==> config.mk <==
export PLATFORM = sky130hd
export DESIGN_NAME = row_scanner
export DESIGN_NICKNAME = d
export VERILOG_FILES = /design/src/rtl/row_scanner_pkg.sv /design/src/rtl/row_scanner.sv
export SDC_FILE = /design/constraint.sdc
export NUM_CORES = 1
export LEC_CHECK = 0
export BUFFER_PORTS_ARGS = -buffer_cell sky130_fd_sc_hd__buf_2
export CAP_MARGIN = 15
export CORE_MARGIN = 10
export CORE_UTILIZATION = 63
export CTS_CLUSTER_DIAMETER = 200
export CTS_CLUSTER_SIZE = 10
export DETAILED_ROUTE_END_ITERATION = 6
export PLACE_DENSITY = 0.89
export REMOVE_ABC_BUFFERS = 1
export SETUP_SLACK_MARGIN = 0.1
export SYNTH_ARGS = -nofsm -noshare
export SYNTH_HDL_FRONTEND = slang
export SYNTH_SLANG_ARGS = --single-unit
==> constraint.sdc <==
create_clock -name clk -period 3.1 [get_ports clk]
set_input_delay 0.155 -clock clk [delete_from_list [all_inputs] [get_ports clk]]
set_output_delay 0.155 -clock clk [all_outputs]
set_load 0.01 [all_outputs]
==> src/rtl/row_scanner_pkg.sv <==
// Shared types and default sizing for the row scanner.
// The default geometry matches a 5-to-32 row decoder.
package row_scanner_pkg;

   typedef enum logic [1:0] {
      S_IDLE  = 2'd0,
      S_FETCH = 2'd1,
      S_BLANK = 2'd2,
      S_DRIVE = 2'd3
   } state_e;

   localparam int DEF_ROWS   = 32;
   localparam int DEF_ADDR_W = 5;
   localparam int DEF_DWELL  = 1000;
   localparam int DEF_BLANK  = 4;

   function automatic int max_int(input int a, input int b);
      return (a > b) ? a : b;
   endfunction

endpackage

==> src/rtl/row_scanner.sv <==
// Row scanner: walks row_addr through ROWS rows. For each row it requests the
// row data, waits for the acknowledge, blanks the decoder for BLANK cycles and
// then drives the decoder for DWELL cycles. All outputs are registered, and
// row_addr only ever moves on the same edge that takes dec_ena low, so the
// decoder never sees an address change while enabled.
module row_scanner
   import row_scanner_pkg::*;
#(
   parameter int ROWS   = DEF_ROWS,
   parameter int ADDR_W = DEF_ADDR_W,
   parameter int DWELL  = DEF_DWELL,
   parameter int BLANK  = DEF_BLANK
) (
   input  logic              clk,
   input  logic              rst,
   input  logic              ena,
   input  logic              row_ack,
   output logic              row_req,
   output logic [ADDR_W-1:0] row_addr,
   output logic              dec_ena,
   output logic              frame_done
);

   // One down-counter is shared by the blanking and drive phases.
   localparam int CNT_W = $clog2(max_int(DWELL, BLANK) + 1);

   localparam logic [CNT_W-1:0]  BLANK_LD = CNT_W'(BLANK - 1);
   localparam logic [CNT_W-1:0]  DWELL_LD = CNT_W'(DWELL - 1);
   localparam logic [ADDR_W-1:0] LAST_ROW = ADDR_W'(ROWS - 1);

   state_e            state_q;
   logic [CNT_W-1:0]  cnt_q;
   logic [ADDR_W-1:0] row_addr_q;
   logic [ADDR_W-1:0] row_addr_d;
   logic              row_req_q;
   logic              dec_ena_q;
   logic              frame_done_q;

   // Next row index, wrapping from the last row back to row 0.
   always_comb begin
      row_addr_d = row_addr_q + ADDR_W'(1);
      if (row_addr_q == LAST_ROW) begin
         row_addr_d = '0;
      end
   end

   // Scan FSM with the phase counter and all registered outputs.
   always_ff @(posedge clk or posedge rst) begin
      if (rst) begin
         state_q      <= S_IDLE;
         cnt_q        <= '0;
         row_addr_q   <= '0;
         row_req_q    <= 1'b0;
         dec_ena_q    <= 1'b0;
         frame_done_q <= 1'b0;
      end else if (!ena) begin
         // Dropping enable abandons the current row and frame outright.
         state_q      <= S_IDLE;
         cnt_q        <= '0;
         row_addr_q   <= '0;
         row_req_q    <= 1'b0;
         dec_ena_q    <= 1'b0;
         frame_done_q <= 1'b0;
      end else begin
         case (state_q)
            S_IDLE: begin
               state_q    <= S_FETCH;
               row_req_q  <= 1'b1;
               row_addr_q <= '0;
            end
            S_FETCH: begin
               // frame_done marks only the first FETCH cycle, even if the ack stalls.
               frame_done_q <= 1'b0;
               if (row_ack) begin
                  state_q   <= S_BLANK;
                  row_req_q <= 1'b0;
                  cnt_q     <= BLANK_LD;
               end
            end
            S_BLANK: begin
               if (cnt_q == '0) begin
                  state_q   <= S_DRIVE;
                  dec_ena_q <= 1'b1;
                  cnt_q     <= DWELL_LD;
               end else begin
                  cnt_q <= cnt_q - CNT_W'(1);
               end
            end
            S_DRIVE: begin
               if (cnt_q == '0) begin
                  state_q      <= S_FETCH;
                  dec_ena_q    <= 1'b0;
                  row_req_q    <= 1'b1;
                  row_addr_q   <= row_addr_d;
                  frame_done_q <= (row_addr_q == LAST_ROW);
               end else begin
                  cnt_q <= cnt_q - CNT_W'(1);
               end
            end
            default: begin
               state_q      <= S_IDLE;
               cnt_q        <= '0;
               row_addr_q   <= '0;
               row_req_q    <= 1'b0;
               dec_ena_q    <= 1'b0;
               frame_done_q <= 1'b0;
            end
         endcase
      end
   end

   assign row_req    = row_req_q;
   assign row_addr   = row_addr_q;
   assign dec_ena    = dec_ena_q;
   assign frame_done = frame_done_q;

endmodule
==> qor.yml, run 1 <==
run_status:
  outcome: "completed"
detailed_routing:
  dr_wl_met2_um: 1580
  wl_per_cell_um: 18.1
  drc: 0
  initialDrtViolationCount: 57
  first_pass_iters: 5
  wl_met1_um: 1340
  final_antenna_net_count: 0
  via_count: 1240
  routed_wl_um: 3280
  dr.max_layer_used: "met4"
  vias_per_cell: 6.85
  routed-wl-met3_um: 296
logic_synthesis:
  synth_edf_count: 0
  ys_ff_latch: 20
  synth_compound_area_share_pct: 24.3
  synth_top_family_by_area: "simple AND/OR/NAND/NOR gates"
  synth.yosys.seq_area_share_pct: 36.6
  synth_xor_area_share_pct: 0
  postSynth.asyncResetShare_pct: 100
  yosys.area_share.simple_pct: 26.1
  avgSynthCellArea_um2: 9.51
  syn_inst: 144
  synth_top_flop_cell: "dfrtp_1"
  ys_types: 52
  yosys.area_share.adder_pct: 6.40
  muxShareOfSynthArea_pct: 0.731
  yosys_warnings: 0
  synthesis.area_um2: 1370
timing:
  relSlewSlack_pct: 47.4
  finalCritPeriodShare_pct: 72.7
  hold_viol: 0
  max_freq_mhz: 444
  worstMarginPinSlew_ns: 0.788
  setup_viol: 0
  slew_violations: 0
  fin_crit_ns: 2.25
  finClkSkew_ns: 0.00591
  finalWorstSetupSlack_ns: 0.846
  finalSetupTns_ns: 0
  rsz0062_at_grt: "no"
finish:
  drive_gt1_share_pct: 14.9
  final_cell_mix: "dfrtp_1 (20), inv_1 (11), nand2_1 (11), nor2_1 (11), buf_2 (11)"
  final_common_cell: "dfrtp_1"
  nets: 166
  insertedDiodeCount: 0
  finalInstanceArea_um2: 1470
  areaGrowthSynthToFinish_pct: 7.04
  fill_cells: 155
placement:
  dp_hpwl_um: 2370
  place_ws_ns: 0.882
  place.gp.congestion: 1.02
  place_area_um2: 1420
  portBuffers: 11
critical_path:
  crit_type: "reg2reg"
  path_buf_inv: 1
  crit_fanout: 6
  cpPeakStageDelay_ns: 0.67
  path_cells: "inv_1 -> ha_1 -> or4b_1 -> nor3_4 -> o21bai_1 -> a22o_1"
  cp.arrival_ns: 2.47
  worst_setup_path_start_kind: "register"
  crit_path_end_kind: "register"
  slowest_stage: "or4b_1"
  cp.required_ns: 3.32
  crit_family: "simple AND/OR/NAND/NOR gates"
min_path:
  min_path_type: "in2reg"
global_route:
  track_usage_pct: 14.9
  antenna_found_initial: 0
  grt_pass1_vias: 1188
  grt_remaining_overflow: 0
  grt_max_degree: 21
  grt_pass1_wl_um: 5380
floorplanning:
  dieHeight_um: 66.6
  dieWidth_um: 66.6
  core_um2: 2020
  floorplan.initialDensity_pct: 67.7
  row_count: 16
  die-area_um2: 4440
  io-pin-count: 12
clocking:
  cts_tree: "yes"
  cts.htree.levels: 1
  clk_pin_slew_ns: 0.12
  holdBufCountCts: 1
  clk_path_buf_depth: 2
  clock_latency_ns: 0.32
  post_cts_buffers: 0
  cts-root-buf: "clkbuf_4"
  cts_inserted_buffers: 3
  cts_sinks: 20
  cts_resized: 0
run:
  cap_violations: 0
power_and_ir_drop:
  p_per_area_nw_per_um2: 905
  ir_worst_vdd_mv: 0.603
  p_leak_nw: 0.651
==> cell type report <==
class | instances | area [um^2] | area share (%)
clock buffer | 4 | 36.3 | 2.48
inverter | 11 | 41.3 | 2.82
multi-input combinational | 107 | 788 | 53.8
sequential | 20 | 500 | 34.2
tap | 27 | 33.8 | 2.31
timing repair buffer | 12 | 65.1 | 4.44
==> cell families (layout without fill, tap and decap cells) <==
logic type / after synthesis / count (layout)
flops: 20 / 20
fa+ha+maj: 7 / 7
buf+inv: 17 / 27
simple gates: 56 / 56
compound gates: 43 / 43
mux: 1 / 1
==> registers in the layout, indices dropped and copies added (netlist names) <==
name / flops
row_addr: 5
dec_ena: 1
frame_done: 1
cnt_q: 10
row_req: 1
state_q: 2
==> worst register-to-register path: cells and delay by family (launching register included) <==
family	cells	cell delay (ns)
AO/OA/AOI/OAI	2	0.41
adder cells (fa/ha/maj)	1	0.23
buffers and inverters	1	0.08
flip-flops	1	0.45
AND/OR/NAND/NOR	2	0.98
==> path summary, 6_finish.rpt <==
check,from,to,slack [ns],depth (start not counted)
max,cnt_q[0]$_DFFE_PP0P_,row_addr[1]$_DFFE_PP0P_,0.85,6
min,ena,cnt_q[0]$_DFFE_PP0P_,0.16,2
max reg2reg,cnt_q[0]$_DFFE_PP0P_,row_addr[1]$_DFFE_PP0P_,0.85,6
min reg2reg,row_addr[4]$_DFFE_PP0P_,row_addr[4]$_DFFE_PP0P_,0.55,1
max in group asynchronous,rst,state_q[1]$_DFFE_PP0P_,2.11,3
min in group asynchronous,rst,row_addr[0]$_DFFE_PP0P_,0.50,3
==> metrics by stage <==
stage               hold slack, ns  power (W)  cells  utilization, %
floorplan                    0.119   0.000974    138               -
global placement             0.316    0.00112    176            70.2
detailed placement           0.326    0.00115    176            70.2
CTS                          0.168    0.00131    181            72.5
global route                 0.164    0.00141    181            72.5
finish                       0.164    0.00133    181            72.5
==> Yosys cell counts (all sizes together), types with 2 or more instances <==
cell / count / area, um^2
ha: 7 / 87.6
nor4b: 2 / 32.5
or4: 4 / 30.0
buf: 3 / 27.5
a31oi: 3 / 18.8
o311ai: 2 / 17.5
inv: 11 / 41.3
nor2: 12 / 47.6
o211ai: 2 / 15.0
and2: 2 / 13.8
o21ai: 6 / 30.0
nor4: 4 / 55.1
nand3: 5 / 25.0
nand2: 11 / 41.3
a21oi: 4 / 20.0
o41ai: 2 / 17.5
o2111ai: 3 / 26.3
nand2b: 2 / 12.5
clkbuf: 3 / 11.3
a22o: 3 / 26.3
or3: 2 / 12.5
o31ai: 4 / 30.0
dfrtp: 20 / 500
nor3: 6 / 41.3
==> metal layers <==
metal,vias up,global-route usage (%)
li1,577,-
met1,576,18.5
met2,76,24.1
met3,11,2.84
met4,0,7.07
met5,-,0
==> report_power, final <==
part / switching (W) / internal, W / leakage [nW] / total [W]
Clock: 0.0000910 / 0.0000720 / 0.0210 / 0.000163
Sequential: 0.0000965 / 0.000321 / 0.272 / 0.000417
Combinational: 0.000475 / 0.000271 / 0.359 / 0.000746
Total: 0.000663 / 0.000664 / 0.651 / 0.00133
Power figures use the tool's default switching activity.
==> inputs of run 2 (changes only) <==
- ABC_AREA: not set -> 1
- CORE_UTILIZATION: 63 -> 52
- PLACE_DENSITY: 0.89 -> 0.79
- clock period: 3.1 -> 1.9 ns (I/O delays scaled with it)
==> qor.yml, run 2 <==
finish:
  top_register: "cnt_q"
  drive_gt1_share_pct: 16.3  # +1.4 points
  final_cell_mix: "nand2_1 (62), dfrtp_1 (20), nor2_1 (18)"
  insertedDiodeCount: 0  # unchanged
  finalInstanceArea_um2: 1470  # unchanged
  areaGrowthSynthToFinish_pct: 10.5
  final_common_cell: "nand2_1"
  nets: 209  # +26%
  largest_reg_flops: 10  # unchanged
logic_synthesis:
  netlist.top_cell.by_area: "dfrtp_1"
  netlist.area_leader.share_pct: 37.7  # +1.2 points
  muxShareOfSynthArea_pct: 0  # -0.73 points
  yosys.area_share.simple_pct: 38.2  # +12 points
  synth_xor_area_share_pct: 3.30  # +3.3 points
  synthesis.area_um2: 1330  # -3.1%
  ys_types: 27  # -48%
  synth_top_family_by_area: "simple AND/OR/NAND/NOR gates"
  yosysMostFrequentCell: "nand2_1"
  synth.yosys.seq_area_share_pct: 37.7  # +1.2 points
  synthTopCellsByArea: "dfrtp_1 (38%), nand2_1 (18%), ha_1 (6.6%)"
  yosys_warnings: 0  # unchanged
  synth_edf_count: 0  # unchanged
  yosys.area_share.adder_pct: 6.60  # +0.21 points
  synth_compound_area_share_pct: 7.92  # -16 points
  ys_top_cells_by_count: "nand2_1 (62), dfrtp_1 (20), nor2_1 (20)"
  syn_inst: 181  # +26%
  ys_ff_latch: 20  # unchanged
  postSynth.asyncResetShare_pct: 100  # unchanged
  synth_top_flop_cell: "dfrtp_1"
  avgSynthCellArea_um2: 7.33  # -23%
critical_path:
  path_cells: "inv_1 -> ha_1 -> nand2_2 -> nor2_4 -> nand2_4 -> a21oi_4 -> nand2_1 -> nand2_1 -> nand2_1"
  cp.arrival_ns: 1.83  # -0.64 ns
  crit_fanout: 7  # +1
  reg2reg_depth: 9  # +3
  cp.required_ns: 2.10  # -1.22 ns
  cpPeakStageDelay_ns: 0.43  # -0.24 ns
  crit_path_end_kind: "register"
  crit_path_frequent_cell: "nand2_1"
  reg2reg_to: "state_q[0]$_DFFE_PP0P_"
  crit_family: "simple AND/OR/NAND/NOR gates"
  slowest_stage: "dfrtp_1"
  path_buf_inv: 1  # unchanged
  crit_type: "reg2reg"
  worst_setup_path_start_kind: "register"
  reg2reg_from: "cnt_q[0]$_DFFE_PP0P_"
  r2r_setup_slack_ns: 0.28  # -0.57 ns
power_and_ir_drop:
  p_per_area_nw_per_um2: 1360  # +50%
  p_leak_nw: 0.775  # +19%
  ir_worst_vdd_mv: 0.827  # +37%
clocking:
  cts.htree.levels: 1  # unchanged
  cts_inserted_buffers: 3  # unchanged
  cts_sinks: 20  # unchanged
  cts_tree: "yes"
  clk_path_buf_depth: 2  # unchanged
  cts-root-buf: "clkbuf_4"
  post_cts_buffers: 0  # unchanged
  clk_pin_slew_ns: 0.11  # about the same
  clock_latency_ns: 0.30  # -0.02 ns
min_path:
  hold_depth: 4  # +2
  hold_end: "state_q[1]$_DFFE_PP0P_"
  min_path_type: "in2reg"
  hp-start: "ena"
floorplanning:
  io-pin-count: 12  # unchanged
  floorplan.initialDensity_pct: 54.0  # -14 points
  dieWidth_um: 70.5  # +5.8%
  die-area_um2: 4970  # +12%
  dieHeight_um: 70.5  # +5.8%
  core_um2: 2450  # +21%
  row_count: 18  # +2
detailed_routing:
  routed_wl_um: 2790  # -15%
  wl_per_cell_um: 12.4  # -32%
  via_count: 1203  # -3.0%
  initialDrtViolationCount: 53  # -7.0%
  first_pass_iters: 4  # -1
  final_antenna_net_count: 0  # unchanged
  drc: 0  # unchanged
  vias_per_cell: 5.32  # -22%
placement:
  place.gp.congestion: 0.865  # -15%
  portBuffers: 11  # unchanged
  place_area_um2: 1420  # -0.26%
  dp_hpwl_um: 2090  # -12%
global_route:
  grt_pass1_vias: 1203  # +1.3%
  antenna_found_initial: 0  # unchanged
  track_usage_pct: 11.6  # -3.3 points
  grt_pass1_wl_um: 4990  # -7.3%
  grt_remaining_overflow: 0  # unchanged
  grt_max_degree: 21  # unchanged
timing:
  hold_viol: 0  # unchanged
  relSlewSlack_pct: 48.3  # +0.94 points
  finalSetupTns_ns: 0  # unchanged
  finClkSkew_ns: 0.00343  # -0.00248 ns
  finalCritPeriodShare_pct: 85.5  # +13 points
  holdWs_ns: 0.167  # +0.00342 ns
  worstMarginPinSlew_ns: 0.774  # -0.0140 ns
  slew_violations: 0  # unchanged
  max_freq_mhz: 616  # +39%
  setup_viol: 0  # unchanged
  rsz0062_at_grt: "no"
  fin_crit_ns: 1.62  # -0.630 ns
run:
  cap_violations: 0  # unchanged
run_status:
  outcome: "completed"
## run 2: kinds of logic after synthesis
family	count (synthesis)
xor+xnor	5
buf+inv	20
compound gates	16
flops	20
simple gates	113
fa+ha+maj	7
## run 2: repair_timing
action | CTS | global route
hold buffers | 1 | 0
setup endpoints to repair | 0 | 9
endpoints found under the hold margin | 20 | 0
resized for setup | 0 | 4
## run 2: layout make-up
type,instances,area (um^2)
Fill cell,235,990
Timing Repair Buffer,13,72.6
Inverter,19,71.3
Clock buffer,3,22.5
Tap cell,30,37.5
Multi-Input combinational cell,141,761
Sequential cell,20,500
## run 2: where the power goes
part / total, W / leakage (nW) / switching, W / internal [W]
sequential: 0.000655 / 0.270 / 0.000123 / 0.000532
clock: 0.000202 / 0.0138 / 0.000128 / 0.0000740
combinational: 0.00113 / 0.491 / 0.000711 / 0.000423
total: 0.00199 / 0.775 / 0.000962 / 0.00103
## run 2: worst max-delay path by stage
stage / start / endpoint / cells after the start
6_report: cnt_q[0]$_DFFE_PP0P_ / state_q[0]$_DFFE_PP0P_ / 9
5_1_grt: cnt_q[0]$_DFFE_PP0P_ / cnt_q[0]$_DFFE_PP0P_ / 9
4_1_cts: cnt_q[0]$_DFFE_PP0P_ / cnt_q[4]$_DFFE_PP0P_ / 9
3_5_place_dp: cnt_q[0]$_DFFE_PP0P_ / cnt_q[4]$_DFFE_PP0P_ / 9
3_3_place_gp: cnt_q[0]$_DFFE_PP0P_ / cnt_q[4]$_DFFE_PP0P_ / 9
2_1_floorplan: cnt_q[0]$_DFFE_PP0P_ / cnt_q[1]$_DFFE_PP0P_ / 9
## run 2: through the flow
stage	instances	total power (W)	util, %	setup WS, ns
2_1_floorplan	180	0.00153	-	0.400
3_3_place_gp	222	0.00174	57.6	0.228
3_5_place_dp	222	0.00176	57.6	0.209
4_1_cts	226	0.00197	59.0	0.186
5_1_grt	226	0.00220	59.7	0.0919
6_report	226	0.00199	59.7	0.276
## run 2: metal layers
metal,vias up,share of wire [%],global-route usage (%)
met5,-,0,0
met4,0,1.4,4.61
met3,5,4.5,1.98
met2,33,48,20.0
met1,555,46,13.8
li1,610,-,-
## run 2: tightest hold or removal path, stage by stage
cell      delay, ns
buf_2          0.14
nand2_1        0.06
nand3b_1       0.09
nand2_1        0.05
